<file path="config.mk">
export PLATFORM = sky130hd
export DESIGN_NAME = uart_time_sender
export DESIGN_NICKNAME = d
export VERILOG_FILES = /design/src/rtl/uart_time_sender.sv
export SDC_FILE = /design/constraint.sdc
export NUM_CORES = 1
export LEC_CHECK = 0
export ABC_AREA = 1
export BUFFER_PORTS_ARGS = -buffer_cell sky130_fd_sc_hd__clkbuf_2
export CORE_ASPECT_RATIO = 1.4
export CORE_MARGIN = 4
export CORE_UTILIZATION = 25
export DETAILED_ROUTE_END_ITERATION = 8
export MAX_ROUTING_LAYER = met4
export PLACE_DENSITY = 0.4
export SLEW_MARGIN = 20
export SYNTH_ARGS = -nofsm -noshare
export SYNTH_HDL_FRONTEND = slang
export SYNTH_SLANG_ARGS = --single-unit
export TNS_END_PERCENT = 10
</file>
<file path="constraint.sdc">
create_clock -name clk -period 5.12 [get_ports clk]
set_input_delay 0.512 -clock clk [delete_from_list [all_inputs] [get_ports clk]]
set_output_delay 0.512 -clock clk [all_outputs]
set_load 0.005 [all_outputs]
</file>
<file path="src/rtl/uart_time_sender.sv">
//------------------------------------------------------------------------------
// Module      : uart_time_sender
// Description : Serialises a snapshot of hour/min/sec as ASCII "HH:MM:SS[\r\n]"
//               one byte at a time through an external UART transmitter.
// Revision    : 1.0 - initial release
//------------------------------------------------------------------------------
`default_nettype none

module uart_time_sender #(
    parameter int TIMEOUT   = 200000,
    parameter bit SEND_CRLF = 1'b1
) (
    input  logic       clk,
    input  logic       rst,
    input  logic       send,
    input  logic [4:0] hour,
    input  logic [5:0] min,
    input  logic [5:0] sec,
    input  logic       tx_busy,
    input  logic       tx_done,
    output logic       tx_start,
    output logic [7:0] tx_data,
    output logic       busy,
    output logic       done,
    output logic       err,
    output logic       dropped
);

    localparam int               CNT_W        = $clog2(TIMEOUT + 1);
    localparam logic [3:0]       LAST_IDX     = SEND_CRLF ? 4'd9 : 4'd7;
    localparam logic [CNT_W-1:0] TIMEOUT_LAST = CNT_W'(TIMEOUT - 1);

    typedef enum logic [1:0] {
        S_IDLE      = 2'd0,
        S_LOAD      = 2'd1,
        S_WAIT_DONE = 2'd2
    } state_t;

    state_t           state_q, state_d;
    logic [3:0]       index_q, index_d;
    logic [CNT_W-1:0] cnt_q, cnt_d;
    logic [4:0]       hour_q, hour_d;
    logic [5:0]       min_q, min_d;
    logic [5:0]       sec_q, sec_d;
    logic             tx_start_q, tx_start_d;
    logic [7:0]       tx_data_q, tx_data_d;
    logic             busy_q, busy_d;
    logic             done_q, done_d;
    logic             err_q, err_d;
    logic             dropped_q, dropped_d;
    logic [7:0]       cur_byte;

    function automatic logic [7:0] ascii_tens(input logic [5:0] v);
        return 8'h30 + {2'b00, v / 6'd10};
    endfunction

    function automatic logic [7:0] ascii_ones(input logic [5:0] v);
        return 8'h30 + {2'b00, v % 6'd10};
    endfunction

    always_comb begin
        case (index_q)
            4'd0:       cur_byte = ascii_tens({1'b0, hour_q});
            4'd1:       cur_byte = ascii_ones({1'b0, hour_q});
            4'd3:       cur_byte = ascii_tens(min_q);
            4'd4:       cur_byte = ascii_ones(min_q);
            4'd6:       cur_byte = ascii_tens(sec_q);
            4'd7:       cur_byte = ascii_ones(sec_q);
            4'd2, 4'd5: cur_byte = 8'h3A;
            4'd8:       cur_byte = 8'h0D;
            4'd9:       cur_byte = 8'h0A;
            default:    cur_byte = 8'h00;
        endcase
    end

    always_comb begin
        state_d    = state_q;
        index_d    = index_q;
        cnt_d      = cnt_q;
        hour_d     = hour_q;
        min_d      = min_q;
        sec_d      = sec_q;
        tx_start_d = 1'b0;
        tx_data_d  = tx_data_q;
        busy_d     = busy_q;
        done_d     = 1'b0;
        err_d      = 1'b0;
        // Only IDLE accepts; a request in any other state is reported and lost.
        dropped_d  = send && (state_q != S_IDLE);

        case (state_q)
            S_IDLE: begin
                if (send) begin
                    hour_d  = hour;
                    min_d   = min;
                    sec_d   = sec;
                    index_d = 4'd0;
                    busy_d  = 1'b1;
                    state_d = S_LOAD;
                end
            end
            S_LOAD: begin
                if (!tx_busy) begin
                    tx_start_d = 1'b1;
                    tx_data_d  = cur_byte;
                    cnt_d      = '0;
                    state_d    = S_WAIT_DONE;
                end
            end
            S_WAIT_DONE: begin
                if (tx_done) begin
                    if (index_q == LAST_IDX) begin
                        done_d  = 1'b1;
                        busy_d  = 1'b0;
                        state_d = S_IDLE;
                    end else begin
                        index_d = index_q + 4'd1;
                        state_d = S_LOAD;
                    end
                end else if (cnt_q == TIMEOUT_LAST) begin
                    err_d   = 1'b1;
                    busy_d  = 1'b0;
                    state_d = S_IDLE;
                end else begin
                    cnt_d = cnt_q + 1'b1;
                end
            end
            default: state_d = S_IDLE;
        endcase
    end

    always_ff @(posedge clk or negedge rst) begin
        if (!rst) begin
            state_q    <= S_IDLE;
            index_q    <= 4'd0;
            cnt_q      <= '0;
            hour_q     <= 5'd0;
            min_q      <= 6'd0;
            sec_q      <= 6'd0;
            tx_start_q <= 1'b0;
            tx_data_q  <= 8'h00;
            busy_q     <= 1'b0;
            done_q     <= 1'b0;
            err_q      <= 1'b0;
            dropped_q  <= 1'b0;
        end else begin
            state_q    <= state_d;
            index_q    <= index_d;
            cnt_q      <= cnt_d;
            hour_q     <= hour_d;
            min_q      <= min_d;
            sec_q      <= sec_d;
            tx_start_q <= tx_start_d;
            tx_data_q  <= tx_data_d;
            busy_q     <= busy_d;
            done_q     <= done_d;
            err_q      <= err_d;
            dropped_q  <= dropped_d;
        end
    end

    assign tx_start = tx_start_q;
    assign tx_data  = tx_data_q;
    assign busy     = busy_q;
    assign done     = done_q;
    assign err      = err_q;
    assign dropped  = dropped_q;

endmodule

`default_nettype wire

</file>
==> results of run 1 <==
sequential cells by signal (all words and copies together) (netlist names), 2 cells and up:
name and flops:
hour_q 5, sec_q 6, cnt_q 18, index_q 4
min_q 6, tx_data 7, state_q 2
layer usage:
metal  GRT usage (%)  routed length (um)  part of all wire, %
met5               -                   0                    0
met4            3.52                 157                  1.8
met3            2.13                 248                  2.8
met2            23.3                4720                   54
met1            12.9                3640                   41
final timing paths:
| path | startpoint | to | slack [ns] | depth (start not counted) |
|---|---|---|---|---|
| worst max-delay path | state_q[1] | index_q[3] | 2.86 | 9 |
| worst min-delay path | rst | dropped | 0.36 | 2 |
| worst max register to register | state_q[1] | index_q[3] | 2.86 | 9 |
| worst min register to register | tx_data[3] | tx_data[3] | 0.50 | 2 |
| max in group asynchronous | rst | tx_data[3] | 4.30 | 2 |
| min in group clk | hour[0] | hour_q[0] | 0.42 | 3 |
stage by stage:
step | setup WS, ns | power, mW | std cells
final | 2.86 | 2.09 | 686
after global routing | 2.53 | 2.34 | 686
after detailed placement | 2.79 | 1.71 | 678
after global placement | 2.89 | 1.70 | 678
after floorplan | 3.11 | 1.45 | 469
after CTS | 2.78 | 2.14 | 686
layout make-up:
| cell class | instances | area (um^2) |
|---|---|---|
| timing repair buffer | 34 | 173 |
| tap | 182 | 228 |
| multi-input combinational | 334 | 1750 |
| fill | 1493 | 9390 |
| inverter | 75 | 284 |
| clock buffer | 6 | 139 |
| clock inverter | 2 | 37.5 |
| sequential | 53 | 1330 |
worst max-delay path: stages, from the launching register on:
cell     delay [ns]
dfrtp_1        0.43
nor2_1         0.16
inv_1          0.09
nor2_4         0.49
inv_1          0.23
a21oi_1        0.37
inv_1          0.11
o21ai_0        0.16
nand2_1        0.06
nor2_1         0.08
cell usage in the layout, fill, tap and decap left out, drive strengths merged:
cell type,synthesis,layout
nand2,140,140
inv,75,75
dfrtp,53,53
nand3,40,40
clkbuf,2,39
nor2,36,36
o21ai,33,33
nor3,16,16
a21oi,14,14
nand4,12,12
ha,10,10
xor2,8,8
o31ai,8,8
a31oi,3,3
nor4,3,3
xnor2,3,3
o22ai,2,2
a32o,1,1
nor3b,1,1
and2,1,1
a31o,1,1
a211oi,1,1
conb,1,1
bufinv,0,1
clkinvlp,0,1
buf,5,1
logic make-up (layout without fill, tap and decap cells):
| logic type | Yosys count | count (layout) | share of synthesized area (%) |
|---|---|---|---|
| AOI/OAI and AO/OA | 63 | 63 | 10.5 |
| adders and majority gates | 10 | 10 | 3.69 |
| xor gates and xnor gates | 11 | 11 | 2.84 |
| buffers and inverters | 82 | 117 | 9.44 |
| DFF | 53 | 53 | 39.1 |
| other | 1 | 1 | 0.111 |
| and+or+nand+nor | 249 | 249 | 34.3 |
where the power goes:
group	leakage (nW)	switching, mW	internal, mW
Combinational	1.16	0.691	0.355
Sequential	0.696	0.104	0.539
Clock	0.0831	0.160	0.244
==> flow_metrics.env, run 1 <==
export IMPL_cts_tree="done"
export IMPL_leakage_nw=1.94
export IMPL_clock_sink_count=53
export IMPL_final_util_pct=29.5
export IMPL_dp_hpwl_mm=6.96
export IMPL_startpoint_type="register"
export IMPL_rsz0062_at_grt="false"
export IMPL_cp_max_fo=34
export IMPL_drc=0
export IMPL_arrival_ns=2.48
export IMPL_grt_max_degree=54
export IMPL_fp_coreArea_mm2=0.0133
export IMPL_hold_ws_ns=0.356
export IMPL_syn_inst=469
export IMPL_io_pins=35
export IMPL_drive_gt1_share_pct=14.9
export IMPL_clockBufferDepth=2
export IMPL_power_density_mw_per_mm2=532
export IMPL_wl_per_cell_um=12.8
export IMPL_yosys_area_top_type="dfrtp_1"
export IMPL_endpoint_kind="register"
export IMPL_status="finished clean"
export IMPL_rows=50
export IMPL_synthDominantCellAreaShare_pct=39.1
export IMPL_synthTopCellsByCount="nand2_1, inv_1, dfrtp_1, nor2_1, nand3_1"
export IMPL_finalMaxSlewViolations=0
export IMPL_cts_resized=0
export IMPL_drtPass1Iterations=4
export IMPL_layout_min_cycle_time_ns=2.26
export IMPL_cap_violations=0
export IMPL_yosys_most_used_dff="dfrtp_1"
export IMPL_gp_congestion=0.834
export IMPL_routed_via_density=4.37
export IMPL_ys_types=37
export IMPL_port_buffers=33
export IMPL_htreeDepth=2
export IMPL_synth_edf_count=0
export IMPL_synth_seq_cells=53
export IMPL_numCtsBuffers=5
export IMPL_maxSlewHeadroom_pct=53.0
export IMPL_ir_drop_mv=0.252
export IMPL_synth_area_leaders="dfrtp_1, nand2_1, inv_1"
export IMPL_clk_pin_slew_worst_paths_ns=0.07
export IMPL_area_delta_synth_final_pct=15.9
export IMPL_tightest_slew_ns=0.704
export IMPL_finalCritPeriodShare_pct=44.1
export IMPL_grt_overflow_total=0
export IMPL_required_ns=5.35
export IMPL_cts_hold_fix_buffers=0
export IMPL_ys_seq_area_share_pct=39.1
export IMPL_fin_area_mm2=0.00393
export IMPL_vias=3001
export IMPL_synth_fp_nets=501
export IMPL_fin_worst_skew_ns=0.00476
export IMPL_finalHoldViolations=0
export IMPL_die_x_um=106
export IMPL_hold_class="in2async"
export IMPL_grtUsageTotal_pct=12.3
export IMPL_setup_violations=0
export IMPL_fmax_mhz=443
export IMPL_grt_pass1_vias=3135
export IMPL_finalSetupTns_ns=0
export IMPL_drtAntennaViolNets=0
export IMPL_yosysWarnings=0
export IMPL_path_class="reg2reg"
export IMPL_cts_root_buffer="clkbuf_16"
export IMPL_wirelength_mm=8.77
export IMPL_yosysMostFrequentCell="nand2_1"
export IMPL_die_area_mm2=0.0155
export IMPL_clock_latency_ns=0.29
export IMPL_syn_area_mm2=0.00339
export IMPL_drt_iter0_drc=96
export IMPL_place_area_mm2=0.00376
export IMPL_synthArstFlopShare_pct=100
export IMPL_die_h_um=146
export IMPL_syn_avg_cell_area_um2=7.23
export IMPL_grt_pass1_wl_mm=15.1
export IMPL_start_util_pct=25.5
export IMPL_num_antenna_cells=0
export IMPL_nets=535
export IMPL_antenna_found_initial=0
export IMPL_post_cts_buffers=0
(Power assumes the default switching activity.)
==> inputs of run 2 (changes only) <==
--- a/config.mk
+++ b/config.mk
@@ -12,7 +12,7 @@
 export CORE_UTILIZATION = 25
 export DETAILED_ROUTE_END_ITERATION = 8
 export MAX_ROUTING_LAYER = met4
-export PLACE_DENSITY = 0.4
+export PLACE_DENSITY = 0.42
 export SLEW_MARGIN = 20
 export SYNTH_ARGS = -nofsm -noshare
 export SYNTH_HDL_FRONTEND = slang
==> constraint.sdc (replaced) <==
create_clock -name clk -period 1.9 [get_ports clk]
set_input_delay 0.19 -clock clk [delete_from_list [all_inputs] [get_ports clk]]
set_output_delay 0.19 -clock clk [all_outputs]
set_load 0.005 [all_outputs]
==> flow_metrics.env, run 2 (synthesized netlist as in run 1, its figures left out) <==
export IMPL_drive_gt1_share_pct=29.1
export IMPL_drtPass1Iterations=6
export IMPL_start_util_pct=25.5
export IMPL_worst_r2r_cell_count=17
export IMPL_grt_pass1_vias=3268
export IMPL_leakage_nw=2.28
export IMPL_wl_met1_mm=3.76
export IMPL_routed_via_density=4.37
export IMPL_final_common_cell="nand2_1"
export IMPL_gp_congestion=0.829
export IMPL_drtAntennaViolNets=0
export IMPL_status="finished, violations left"
export IMPL_clock_sink_count=53
export IMPL_drc=0
export IMPL_cts_root_buffer="clkbuf_16"
export IMPL_finalHoldViolations=0
export IMPL_dp_hpwl_mm=7.25
export IMPL_cp_slowest_cell="dfrtp_1"
export IMPL_io_pins=35
export IMPL_startpoint_type="register"
export IMPL_worstPathCellList="ha_4 > nand3_4 > nand2_2 > nand2_2 > nand2_2 > nand2_1 > nand2_1 > inv_1 > nand2_2 > inv_2 > nand2_2 > nand3_2 > inv_2 > ha_4 > o21ai_2 > nand2_1 > nand2_1"
export IMPL_maxSlewHeadroom_pct=65.4
export IMPL_power_density_mw_per_mm2=1510
export IMPL_fin_area_mm2=0.00455
export IMPL_wl_met2_mm=4.91
export IMPL_top_layer_used="met4"
export IMPL_grtUsageTotal_pct=12.8
export IMPL_cap_violations=0
export IMPL_fin_worst_skew_ns=0.00522
export IMPL_die_h_um=146
export IMPL_grt_overflow_total=0
export IMPL_wirelength_mm=9.20
export IMPL_numCtsBuffers=5
export IMPL_htreeDepth=2
export IMPL_clk_pin_slew_worst_paths_ns=0.07
export IMPL_grt_pass1_wl_mm=15.5
export IMPL_wl_per_cell_um=12.3
export IMPL_num_antenna_cells=0
export IMPL_vias=3271
export IMPL_layout_min_cycle_time_ns=1.95
export IMPL_finalMaxSlewViolations=0
export IMPL_die_area_mm2=0.0155
export IMPL_die_x_um=106
export IMPL_largest_reg_flops=18
export IMPL_min_to="hour_q[0]"
export IMPL_cts_tree="done"
export IMPL_area_delta_synth_final_pct=34.0
export IMPL_required_ns=2.14
export IMPL_antenna_found_initial=0
export IMPL_grt_max_degree=37
export IMPL_r2r_end="tx_data[5]"
export IMPL_ir_drop_mv=0.788
export IMPL_hold_ws_ns=0.0877
export IMPL_final_cell_mix="nand2_1, inv_1, buf_4"
export IMPL_hp_start="hour[0]"
export IMPL_crit_path_max_incr_delay_ns=0.42
export IMPL_wl_met3_um=231
export IMPL_min_path_cells=3
export IMPL_hold_class="in2reg"
export IMPL_top_register="cnt_q"
export IMPL_clockBufferDepth=2
export IMPL_clock_latency_ns=0.30
export IMPL_place_area_mm2=0.00417
export IMPL_nets=598
export IMPL_endpoint_kind="register"
export IMPL_cp_max_fo=3
export IMPL_place_ws_ns=-0.0889
export IMPL_crit_buf_inv=3
export IMPL_cp_top_family="simple AND/OR/NAND/NOR gates"
export IMPL_rows=50
export IMPL_arrival_ns=2.19
export IMPL_rsz0062_at_grt="true"
export IMPL_finalCritPeriodShare_pct=103
export IMPL_critPathMostFrequentCell="nand2_2"
export IMPL_drt_iter0_drc=72
export IMPL_setup_slack_ns=-0.0484
export IMPL_final_util_pct=34.1
export IMPL_port_buffers=33
export IMPL_r2r_start="sec_q[3]"
export IMPL_fp_coreArea_mm2=0.0133
export IMPL_setup_violations=4
export IMPL_tightest_slew_ns=0.519
export IMPL_rrSetupSlack_ns=-0.05
export IMPL_path_class="reg2reg"
export IMPL_violations="setup timing"
export IMPL_fmax_mhz=513
run 2: timing repair:
item / CTS / global route
pin swaps: 11 / 13
setup buffers: 8 / 3
resized for setup: 10 / 24
endpoints found under the setup margin: 6 / 23
hold buffers: 1 / 0
endpoints found under the hold margin: 17 / 0
run 2: layout make-up:
| class | count | area [um^2] |
|---|---|---|
| Fill cell | 1478 | 8780 |
| Multi-Input combinational cell | 334 | 1890 |
| Sequential cell | 53 | 1330 |
| Timing Repair Buffer | 97 | 661 |
| Inverter | 75 | 287 |
| Tap cell | 182 | 228 |
| Clock buffer | 7 | 153 |
| Clock inverter | 1 | 5.00 |
run 2: worst max path at each step:
stage	from	end	slack (ns)	cells after the start
after floorplan	sec_q[3]	tx_data[5]	-0.03	16
after global placement	sec_q[3]	tx_data[5]	-0.04	17
after detailed placement	sec_q[4]	tx_data[5]	-0.09	18
after CTS	sec_q[3]	tx_data[5]	-0.08	17
after global routing	sec_q[4]	tx_data[5]	-0.22	18
final	sec_q[3]	tx_data[5]	-0.05	17
run 2: tightest hold or removal path, cell delays in order:
cell	delay (ns)
clkbuf_2	0.07
nand2_1	0.04
nand2_1	0.05
run 2: routing by layer:
layer | GRT usage [%] | vias to the layer above
met5 | - | -
met3 | 2.49 | 19
met2 | 22.5 | 48
met4 | 5.37 | 0
met1 | 13.9 | 1499
li1 | - | 1705
run 2: where the power goes:
group          internal (mW)  switching, mW
clock                  0.560          0.440
sequential              1.45          0.272
combinational           1.88           2.24
run 2: stage by stage:
stage / total power [mW] / setup TNS, ns / std cells
after floorplan: 3.94 / -0.0290 / 469
after global placement: 5.25 / -0.0411 / 729
after detailed placement: 5.31 / -0.259 / 729
after CTS: 6.62 / -0.247 / 746
after global routing: 7.55 / -1.33 / 749
final: 6.85 / -0.159 / 749
==> inputs of run 3 (changes only) <==
--- a/config.mk
+++ b/config.mk
@@ -11,6 +11,7 @@
 export CORE_MARGIN = 4
 export CORE_UTILIZATION = 25
 export DETAILED_ROUTE_END_ITERATION = 8
+export GPL_TIMING_DRIVEN = 0
 export MAX_ROUTING_LAYER = met4
 export PLACE_DENSITY = 0.42
 export SLEW_MARGIN = 20
==> flow_metrics.env, run 3 (synthesized netlist as in run 1, its figures left out) <==
export IMPL_numCtsBuffers=5
export IMPL_leakage_nw=2.10
export IMPL_final_util_pct=32.6
export IMPL_largest_reg_flops=18
export IMPL_wirelength_mm=9.44
export IMPL_cap_violations=0
export IMPL_ir_drop_mv=0.696
export IMPL_dp_hpwl_mm=7.30
export IMPL_area_delta_synth_final_pct=28.0
export IMPL_finalSetupTns_ns=-0.175
export IMPL_rsz0062_at_grt="true"
export IMPL_arrival_ns=2.23
export IMPL_drive_gt1_share_pct=25.1
export IMPL_setup_slack_ns=-0.0952
export IMPL_die_area_mm2=0.0155
export IMPL_cts_root_buffer="clkbuf_16"
export IMPL_wl_per_cell_um=13.2
export IMPL_vias=3252
export IMPL_drtPass1Iterations=4
export IMPL_die_x_um=106
export IMPL_grt_overflow_total=0
export IMPL_drc=0
export IMPL_drtAntennaViolNets=0
export IMPL_num_antenna_cells=0
export IMPL_layout_min_cycle_time_ns=2.00
export IMPL_routed_via_density=4.54
export IMPL_drt_iter0_drc=91
export IMPL_finalCritPeriodShare_pct=105
export IMPL_die_h_um=146
export IMPL_grt_pass1_wl_mm=15.7
export IMPL_clock_latency_ns=0.30
export IMPL_htreeDepth=2
export IMPL_fp_coreArea_mm2=0.0133
export IMPL_startpoint_type="register"
export IMPL_grt_max_degree=36
export IMPL_fin_worst_skew_ns=0.00944
export IMPL_hold_ws_ns=0.0921
export IMPL_violations="setup timing"
export IMPL_final_cell_mix="nand2_1, inv_1, dfrtp_1"
export IMPL_endpoint_kind="register"
export IMPL_rows=50
export IMPL_nets=565
export IMPL_power_total_mw=6.65
export IMPL_clk_pin_slew_worst_paths_ns=0.07
export IMPL_grtUsageTotal_pct=12.8
export IMPL_top_register="cnt_q"
export IMPL_status="finished, violations left"
export IMPL_maxSlewHeadroom_pct=62.5
export IMPL_setup_violations=4
export IMPL_hold_class="in2reg"
export IMPL_grt_pass1_vias=3238
export IMPL_gp_congestion=0.861
export IMPL_start_util_pct=25.5
export IMPL_port_buffers=33
export IMPL_power_density_mw_per_mm2=1530
export IMPL_finalHoldViolations=0
export IMPL_tightest_slew_ns=0.561
export IMPL_antenna_found_initial=0
export IMPL_fmax_mhz=501
export IMPL_io_pins=35
export IMPL_cp_max_fo=3
export IMPL_finalMaxSlewViolations=0
export IMPL_final_common_cell="nand2_1"
export IMPL_clock_sink_count=53
export IMPL_cts_tree="done"
export IMPL_required_ns=2.14
export IMPL_clockBufferDepth=2
export IMPL_path_class="reg2reg"
==> run 3: metrics by stage <==
stage / instance area (um^2) / worst slack [ns] / cells
floorplan: 3410 / -0.0290 / 469
global placement: 3800 / -0.210 / 684
detailed placement: 3820 / -0.236 / 685
CTS: 4200 / -0.131 / 709
global route: 4340 / -0.215 / 716
finish: 4340 / -0.0952 / 716
==> run 3: what timing repair did <==
action,4_1_cts,5_1_grt
endpoints found under the hold margin,18,0
hold buffers,1,0
resized for setup,22,21
buffers inserted,15,7
setup endpoints to repair,25,23
pin swaps,12,13
==> run 3: layout make-up <==
cell class / instances / area (um^2)
fill: 1441 / 8980
inverter: 75 / 287
timing repair buffer: 57 / 367
buffer: 7 / 36.3
clock inverter: 2 / 37.5
clock buffer: 6 / 139
multi-input combinational: 334 / 1920
tap: 182 / 228
sequential: 53 / 1330
==> run 3: path summary, 6_finish.rpt <==
| check | cells after the start | slack, ns | end | start |
|---|---|---|---|---|
| setup / recovery | 17 | -0.1 | tx_data[5] | sec_q[3] |
| hold / removal | 3 | 0.09 | hour_q[0] | hour[0] |
| setup reg to reg | 17 | -0.1 | tx_data[5] | sec_q[3] |
| hold reg to reg | 2 | 0.47 | tx_data[3] | tx_data[3] |
| max in group asynchronous | 3 | 1.05 | tx_data[4] | rst |
| min in group asynchronous | 2 | 0.36 | index_q[1] | rst |
==> run 3: where the power goes <==
part / internal (mW) / switching, mW
registers: 1.46 / 0.282
logic: 1.58 / 2.24
clock network: 0.659 / 0.438
total: 3.69 / 2.96
==> run 3: critical path: stages (launching register included) <==
cell	delay, ns
dfrtp_2	0.44
ha_4	0.29
nand3_4	0.07
nand2_2	0.08
nand2_2	0.06
nand2_2	0.08
nand2_1	0.06
nand2_1	0.07
inv_1	0.05
nand2_2	0.07
inv_2	0.04
nand2_2	0.05
nand3_2	0.07
inv_2	0.07
ha_4	0.19
o21ai_2	0.10
nand2_1	0.06
nand2_1	0.07
==> run 3: per-layer routing <==
layer / wire, um / vias up / track usage (%)
met2: 5180 / 56 / 24.1
met5: 0 / - / -
met3: 240 / 11 / 2.09
met1: 3870 / 1536 / 13.6
met4: 158 / 0 / 3.77
li1: - / 1649 / -
